## config.mk

```make
export PLATFORM = sky130hd
export DESIGN_NAME = mem_arbiter_flat
export DESIGN_NICKNAME = d
export VERILOG_FILES = /design/src/rtl/cpu_pkg.sv /design/src/rtl/mem_arbiter_if.sv /design/src/rtl/arb_pick.sv /design/src/rtl/mem_arbiter.sv /design/src/flat_wrapper.sv
export SDC_FILE = /design/constraint.sdc
export NUM_CORES = 1
export LEC_CHECK = 0
export BUFFER_PORTS_ARGS = -buffer_cell sky130_fd_sc_hd__buf_2
export CAP_MARGIN = 20
export CORE_AREA = 4 4 93 95
export CTS_BUF_LIST = sky130_fd_sc_hd__clkbuf_2 sky130_fd_sc_hd__clkbuf_4 sky130_fd_sc_hd__clkbuf_8
export CTS_CLUSTER_DIAMETER = 100
export DETAILED_ROUTE_END_ITERATION = 16
export DIE_AREA = 0 0 97 99
export PLACE_DENSITY = 0.64
export SLEW_MARGIN = 20
export SYNTH_ARGS = -nofsm -noshare
export SYNTH_HDL_FRONTEND = slang
export SYNTH_SLANG_ARGS = --single-unit
```

## constraint.sdc

```tcl
create_clock -name clk -period 1.46 [get_ports clk]
set_input_delay 0.219 -clock clk [delete_from_list [all_inputs] [get_ports clk]]
set_output_delay 0.219 -clock clk [all_outputs]
set_load 0.01 [all_outputs]
```

## src/rtl/cpu_pkg.sv

```systemverilog
`default_nettype none
// ---------------------------------------------------------------------------
// cpu_pkg : shared types and constants for the memory arbiter slice
// Revision : 1.0
// ---------------------------------------------------------------------------
package cpu_pkg;

    localparam int WORD_W = 32;

    // Which requester owns the read data returning in the following cycle.
    typedef enum logic [1:0] {
        IDLE   = 2'd0,
        PEND_I = 2'd1,
        PEND_D = 2'd2
    } owner_e;

endpackage
`default_nettype wire

```

## src/rtl/mem_arbiter_if.sv

```systemverilog
`default_nettype none
// ---------------------------------------------------------------------------
// mem_arbiter_if : instruction, data and memory buses of the arbiter
// Revision : 1.0
// ---------------------------------------------------------------------------
interface mem_arbiter_if #(
    parameter int ADDR_W = 8
);
    import cpu_pkg::*;

    logic              i_req;
    logic [WORD_W-1:0] i_addr;
    logic              i_gnt;
    logic              i_rvalid;
    logic [WORD_W-1:0] i_rdata;

    logic              d_req;
    logic              d_we;
    logic [WORD_W-1:0] d_addr;
    logic [WORD_W-1:0] d_wdata;
    logic              d_gnt;
    logic              d_rvalid;
    logic [WORD_W-1:0] d_rdata;

    logic              m_read;
    logic              m_write;
    logic [ADDR_W-1:0] m_addr;
    logic [WORD_W-1:0] m_wdata;
    logic [WORD_W-1:0] m_rdata;

    // Arbiter side
    modport slave (
        input  i_req, i_addr, d_req, d_we, d_addr, d_wdata, m_rdata,
        output i_gnt, i_rvalid, i_rdata, d_gnt, d_rvalid, d_rdata,
               m_read, m_write, m_addr, m_wdata
    );

    // Requesters plus memory side
    modport master (
        output i_req, i_addr, d_req, d_we, d_addr, d_wdata, m_rdata,
        input  i_gnt, i_rvalid, i_rdata, d_gnt, d_rvalid, d_rdata,
               m_read, m_write, m_addr, m_wdata
    );

endinterface
`default_nettype wire

```

## src/rtl/arb_pick.sv

```systemverilog
`default_nettype none
// ---------------------------------------------------------------------------
// arb_pick : combinational grant selection between instruction and data
//            MEM_ARB_RR_EN selects round-robin instead of fixed priority.
// Revision : 1.0
// ---------------------------------------------------------------------------
module arb_pick (
    input  wire  i_req,
    input  wire  d_req,
`ifdef MEM_ARB_RR_EN
    input  wire  last_i,
`else
    input  wire  starve_hit,
`endif
    output logic pick_i,
    output logic pick_d
);

`ifdef MEM_ARB_RR_EN
    // Under contention the requester that did not win last time goes next.
    assign pick_i = i_req & (~d_req | ~last_i);
`else
    // Data wins by default; a starved fetch overrides it for one cycle.
    assign pick_i = i_req & (~d_req | starve_hit);
`endif
    assign pick_d = d_req & ~pick_i;

endmodule
`default_nettype wire

```

## src/rtl/mem_arbiter.sv

```systemverilog
`default_nettype none
// ---------------------------------------------------------------------------
// mem_arbiter : shares one single-port memory between fetch and load/store.
//               Define MEM_ARB_RR_EN for round-robin arbitration.
// Revision : 1.0
// ---------------------------------------------------------------------------
module mem_arbiter
    import cpu_pkg::*;
#(
    parameter int ADDR_W     = 8,
    parameter int STARVE_MAX = 4
) (
    input wire           clk,
    input wire           rst_n,
    mem_arbiter_if.slave bus
);

    owner_e state_q, state_d;
    logic   pick_i, pick_d;
    logic   gnt_i, gnt_d;

`ifdef MEM_ARB_RR_EN
    logic last_i_q, last_i_d;
    logic unused_starve_max;
    assign unused_starve_max = (STARVE_MAX != 0);
`else
    localparam int              CNT_W        = $clog2(STARVE_MAX + 1);
    localparam logic [CNT_W-1:0] C_STARVE_MAX = CNT_W'(STARVE_MAX);
    logic [CNT_W-1:0] cnt_q, cnt_d;
    logic             starve_hit;
    assign starve_hit = (cnt_q == C_STARVE_MAX);
`endif

    arb_pick u_pick (
        .i_req      (bus.i_req),
        .d_req      (bus.d_req),
`ifdef MEM_ARB_RR_EN
        .last_i     (last_i_q),
`else
        .starve_hit (starve_hit),
`endif
        .pick_i     (pick_i),
        .pick_d     (pick_d)
    );

    // Grants are combinational, so reset must mask them directly.
    assign gnt_i = pick_i & rst_n;
    assign gnt_d = pick_d & rst_n;

    always_comb begin
        state_d = IDLE;
        if (gnt_i) begin
            state_d = PEND_I;
        end else if (gnt_d && !bus.d_we) begin
            state_d = PEND_D;
        end
`ifdef MEM_ARB_RR_EN
        last_i_d = last_i_q;
        if (gnt_i) begin
            last_i_d = 1'b1;
        end else if (gnt_d) begin
            last_i_d = 1'b0;
        end
`else
        cnt_d = '0;
        if (bus.i_req && !gnt_i) begin
            cnt_d = starve_hit ? cnt_q : cnt_q + 1'b1;
        end
`endif
    end

    always_ff @(posedge clk or negedge rst_n) begin
        if (!rst_n) begin
            state_q  <= IDLE;
`ifdef MEM_ARB_RR_EN
            // Pretend fetch won last so the first contended cycle goes to data.
            last_i_q <= 1'b1;
`else
            cnt_q    <= '0;
`endif
        end else begin
            state_q  <= state_d;
`ifdef MEM_ARB_RR_EN
            last_i_q <= last_i_d;
`else
            cnt_q    <= cnt_d;
`endif
        end
    end

    assign bus.i_gnt    = gnt_i;
    assign bus.d_gnt    = gnt_d;
    assign bus.m_read   = gnt_i | (gnt_d & ~bus.d_we);
    assign bus.m_write  = gnt_d & bus.d_we;
    assign bus.m_addr   = gnt_d ? bus.d_addr[ADDR_W+1:2] : bus.i_addr[ADDR_W+1:2];
    assign bus.m_wdata  = bus.d_wdata;
    assign bus.i_rvalid = (state_q == PEND_I);
    assign bus.d_rvalid = (state_q == PEND_D);
    assign bus.i_rdata  = bus.m_rdata;
    assign bus.d_rdata  = bus.m_rdata;

    logic unused_addr_bits;
    assign unused_addr_bits = ^{bus.i_addr[WORD_W-1:ADDR_W+2], bus.i_addr[1:0],
                                bus.d_addr[WORD_W-1:ADDR_W+2], bus.d_addr[1:0]};

endmodule
`default_nettype wire

```

## src/flat_wrapper.sv

```systemverilog
// flat-port wrapper written by rule: the top's interface ports become plain ports
module mem_arbiter_flat import cpu_pkg::*;
#(
    parameter int ADDR_W     = 8,
    parameter int STARVE_MAX = 4
)
  (clk, rst_n, bus_i_req, bus_i_addr, bus_d_req, bus_d_we, bus_d_addr, bus_d_wdata, bus_m_rdata, bus_i_gnt, bus_i_rvalid, bus_i_rdata, bus_d_gnt, bus_d_rvalid, bus_d_rdata, bus_m_read, bus_m_write, bus_m_addr, bus_m_wdata);
  mem_arbiter_if #(.ADDR_W(ADDR_W)) bus_i ();
  input wire clk;
  input wire rst_n;
  input wire logic [$bits(bus_i.i_req)-1:0] bus_i_req;
  input wire logic [$bits(bus_i.i_addr)-1:0] bus_i_addr;
  input wire logic [$bits(bus_i.d_req)-1:0] bus_d_req;
  input wire logic [$bits(bus_i.d_we)-1:0] bus_d_we;
  input wire logic [$bits(bus_i.d_addr)-1:0] bus_d_addr;
  input wire logic [$bits(bus_i.d_wdata)-1:0] bus_d_wdata;
  input wire logic [$bits(bus_i.m_rdata)-1:0] bus_m_rdata;
  output wire logic [$bits(bus_i.i_gnt)-1:0] bus_i_gnt;
  output wire logic [$bits(bus_i.i_rvalid)-1:0] bus_i_rvalid;
  output wire logic [$bits(bus_i.i_rdata)-1:0] bus_i_rdata;
  output wire logic [$bits(bus_i.d_gnt)-1:0] bus_d_gnt;
  output wire logic [$bits(bus_i.d_rvalid)-1:0] bus_d_rvalid;
  output wire logic [$bits(bus_i.d_rdata)-1:0] bus_d_rdata;
  output wire logic [$bits(bus_i.m_read)-1:0] bus_m_read;
  output wire logic [$bits(bus_i.m_write)-1:0] bus_m_write;
  output wire logic [$bits(bus_i.m_addr)-1:0] bus_m_addr;
  output wire logic [$bits(bus_i.m_wdata)-1:0] bus_m_wdata;
  assign bus_i.i_req = bus_i_req;
  assign bus_i.i_addr = bus_i_addr;
  assign bus_i.d_req = bus_d_req;
  assign bus_i.d_we = bus_d_we;
  assign bus_i.d_addr = bus_d_addr;
  assign bus_i.d_wdata = bus_d_wdata;
  assign bus_i.m_rdata = bus_m_rdata;
  assign bus_i_gnt = bus_i.i_gnt;
  assign bus_i_rvalid = bus_i.i_rvalid;
  assign bus_i_rdata = bus_i.i_rdata;
  assign bus_d_gnt = bus_i.d_gnt;
  assign bus_d_rvalid = bus_i.d_rvalid;
  assign bus_d_rdata = bus_i.d_rdata;
  assign bus_m_read = bus_i.m_read;
  assign bus_m_write = bus_i.m_write;
  assign bus_m_addr = bus_i.m_addr;
  assign bus_m_wdata = bus_i.m_wdata;
  mem_arbiter #(.ADDR_W(ADDR_W), .STARVE_MAX(STARVE_MAX)) u_core (.clk(clk), .rst_n(rst_n), .bus(bus_i));
endmodule
```

==> results.ini <==
[setup_path]
regToRegSetupSlack_ns=0.01
arrival_ns=1.56
cpPeakStageDelay_ns=0.35
crit_path_start=u_core.cnt_q[1]$_DFFE_PN0P_
start_kind=flop
crit_path_max_fanout=8
cp-end-kind=primary output
critPathSlowestCell=dfrtp_1
path_class=flop to primary output
cp_cell_sequence=inv_2 > ha_4 > a31oi_4 > buf_12 > mux2_4 > buf_6
rr_worst_depth=9
r2r-start=u_core.cnt_q[0]$_DFFE_PN0P_
worstPathRequired_ns=1.24

[clocking]
clockRootBuffer=clkbuf_8
insertion_delay_ns=0.22
cts_buffers=3
cts.sinks=5
cts_tree=yes
cts_max_level=1
clk_pin_slew_worst_paths_ns=0.03
clockBufferDepth=2

[cells_and_area]
stdcell_area_sq_um=973
layout-drive-gt1-share=0.722
n_antenna_cell=0
area_delta_synth_final_pct=-13.4
num-nets-final=226

[timing]
min_period_ns=1.78
worst_pin_slew_ns=0.226
fin_crit_sh=1.22
relSlewSlack=0.849
grt_setup_unrepaired=true
final-setup-viol-count=12
clock_skew_ns=0.00189
slew_viol_final=0
fmax_ghz=0.562
fin_ws_ns=-0.319
report.final.hold_viol_count=0

[global_route]
antenna_found_initial=1
grt_pass1_wl_um=3190
grt_remaining_overflow=0
grt_max_degree=9
grt_usage=0.0429
grt_pass1_vias=644

[placed_design]
placed_cell_area_sq_um=802
pre_cts_ws_ns=-0.172
place.gp.congestion=0.706
portBuffers=34
dp_hpwl_um=1690

[floorplan]
die-area_sq_um=9600
chipWidth_um=97
core_sq_um=7730
die_h_um=99
rows=32
io_pins=243
start_util=0.145

[route]
first_iter_violations=4
dr.pass1.iters=4
vias_per_cell=3.11
ant_nets=0
drc_errors=0
dr_total_vias=598
wirelength_um=2060
post_drt_wl_per_cell_um=10.8

[yosys]
synth-edff-count=0
synth_cell_types=18
syn_avg_cell_area_sq_um=8.20
synthCells=137
synth-main-ff-cell=dfrtp_1
netlist.area_leader.share=0.641
synthesis.area_sq_um=1120
yosys-top-cells-count=buf_4, mux2_2, dfrtp_1
synthArstFlopShare=1.00
post-synth-top-count-cell=buf_4
synth_nets=272
ys_ff_latch=5
yosys-top-cells-area=buf_4, dfrtp_1, mux2_2
ys.warnings.count=0
yosysSeqAreaShare=0.111
synth_largest_area_cell=buf_4

[power]
peakVddDrop_uv=152
power_density_nw_per_um2=657
power.leakage_nw=0.453

[worst_hold_path]
whs_path_depth=2
hold_start=bus_d_we
hp-class=input pin to flop

[run_status]
failed_checks=negative setup slack
outcome=finished, violations left

[job]
cap_violations=0

-- state kept, by name (all words and copies together) (netlist names) --
signal and cells:
u_core.cnt_q 3, u_core.state_q 2
-- cell usage in the layout, fill, tap and decap left out, types with 2 or more instances in the layout --
master,instances
or3_1,2
nor2b_1,4
a21boi_1,2
o211ai_1,2
nand2_1,2
buf_6,9
buf_2,25
nand2_4,2
clkbuf_8,3
mux2_4,8
dfrtp_1,5
inv_2,2
buf_4,10
-- area by class of cell --
type | instances | area [sq um]
clock buffers | 4 | 48.8
fillers | 891 | 6750
inverters | 3 | 11.3
multi-input cells | 32 | 329
flip-flops and latches | 5 | 125
well taps | 102 | 128
repair buffers | 46 | 332
-- metal layers --
metal	wire, um	GRT usage
met1	628	0.0367
met2	740	0.0515
met3	395	0.0326
met4	287	0.0659
met5	13	0
-- power by group --
group | internal (mW) | switching (mW)
registers | 0.147 | 0.00478
clock network | 0.206 | 0.0645
logic | 0.132 | 0.0856
-- worst max-delay path, delay by kind of cell (launching register included) --
family                   cells  cell delay, ns
AO/OA/AOI/OAI                1            0.19
buffers and inverters        3            0.34
adder cells (fa/ha/maj)      1            0.16
flip-flops                   1            0.35
multiplexers                 1            0.30
-- through the flow --
stage | utilization | setup TNS, ns | std cells | hold slack, ns | total power [mW]
after floorplan | - | 0 | 137 | -0.0766 | 0.513
after global placement | 0.104 | -1.22 | 183 | 0.144 | 0.324
after detailed placement | 0.104 | -1.33 | 183 | 0.152 | 0.330
after CTS | 0.123 | -3.04 | 190 | 0.188 | 0.650
after global routing | 0.126 | -4.19 | 192 | 0.194 | 0.687
final | 0.126 | -2.79 | 192 | 0.188 | 0.639
-- worst paths after layout --
path	endpoint
min in group asynchronous	u_core.state_q[0]$_DFF_PN0_
max in group asynchronous	u_core.cnt_q[1]$_DFFE_PN0P_
worst min register to register	u_core.cnt_q[1]$_DFFE_PN0P_
worst max register to register	u_core.cnt_q[0]$_DFFE_PN0P_
worst max-delay path	bus_m_addr[0]
worst min-delay path	u_core.state_q[1]$_DFF_PN0_
-- what timing repair did --
action                                  in CTS  in global routing
buffers inserted                             2                  2
hold buffers                                 1                  0
gates cloned                                 0                  0
endpoints found under the setup margin      13                 14
hold endpoints to repair                     5                  0
pin swaps                                    5                  3
resized for setup                           18                  3
-- logic make-up (layout without fill, tap and decap cells) --
group,Yosys count,count (layout),share of synthesized area
simple gates,13,13,0.0624
mux,8,8,0.0802
flops,5,5,0.111
buf+inv,100,53,0.661
fa+ha+maj,2,2,0.0223
compound gates,9,9,0.0624
Note: power is estimated with default switching activity, not from simulation.
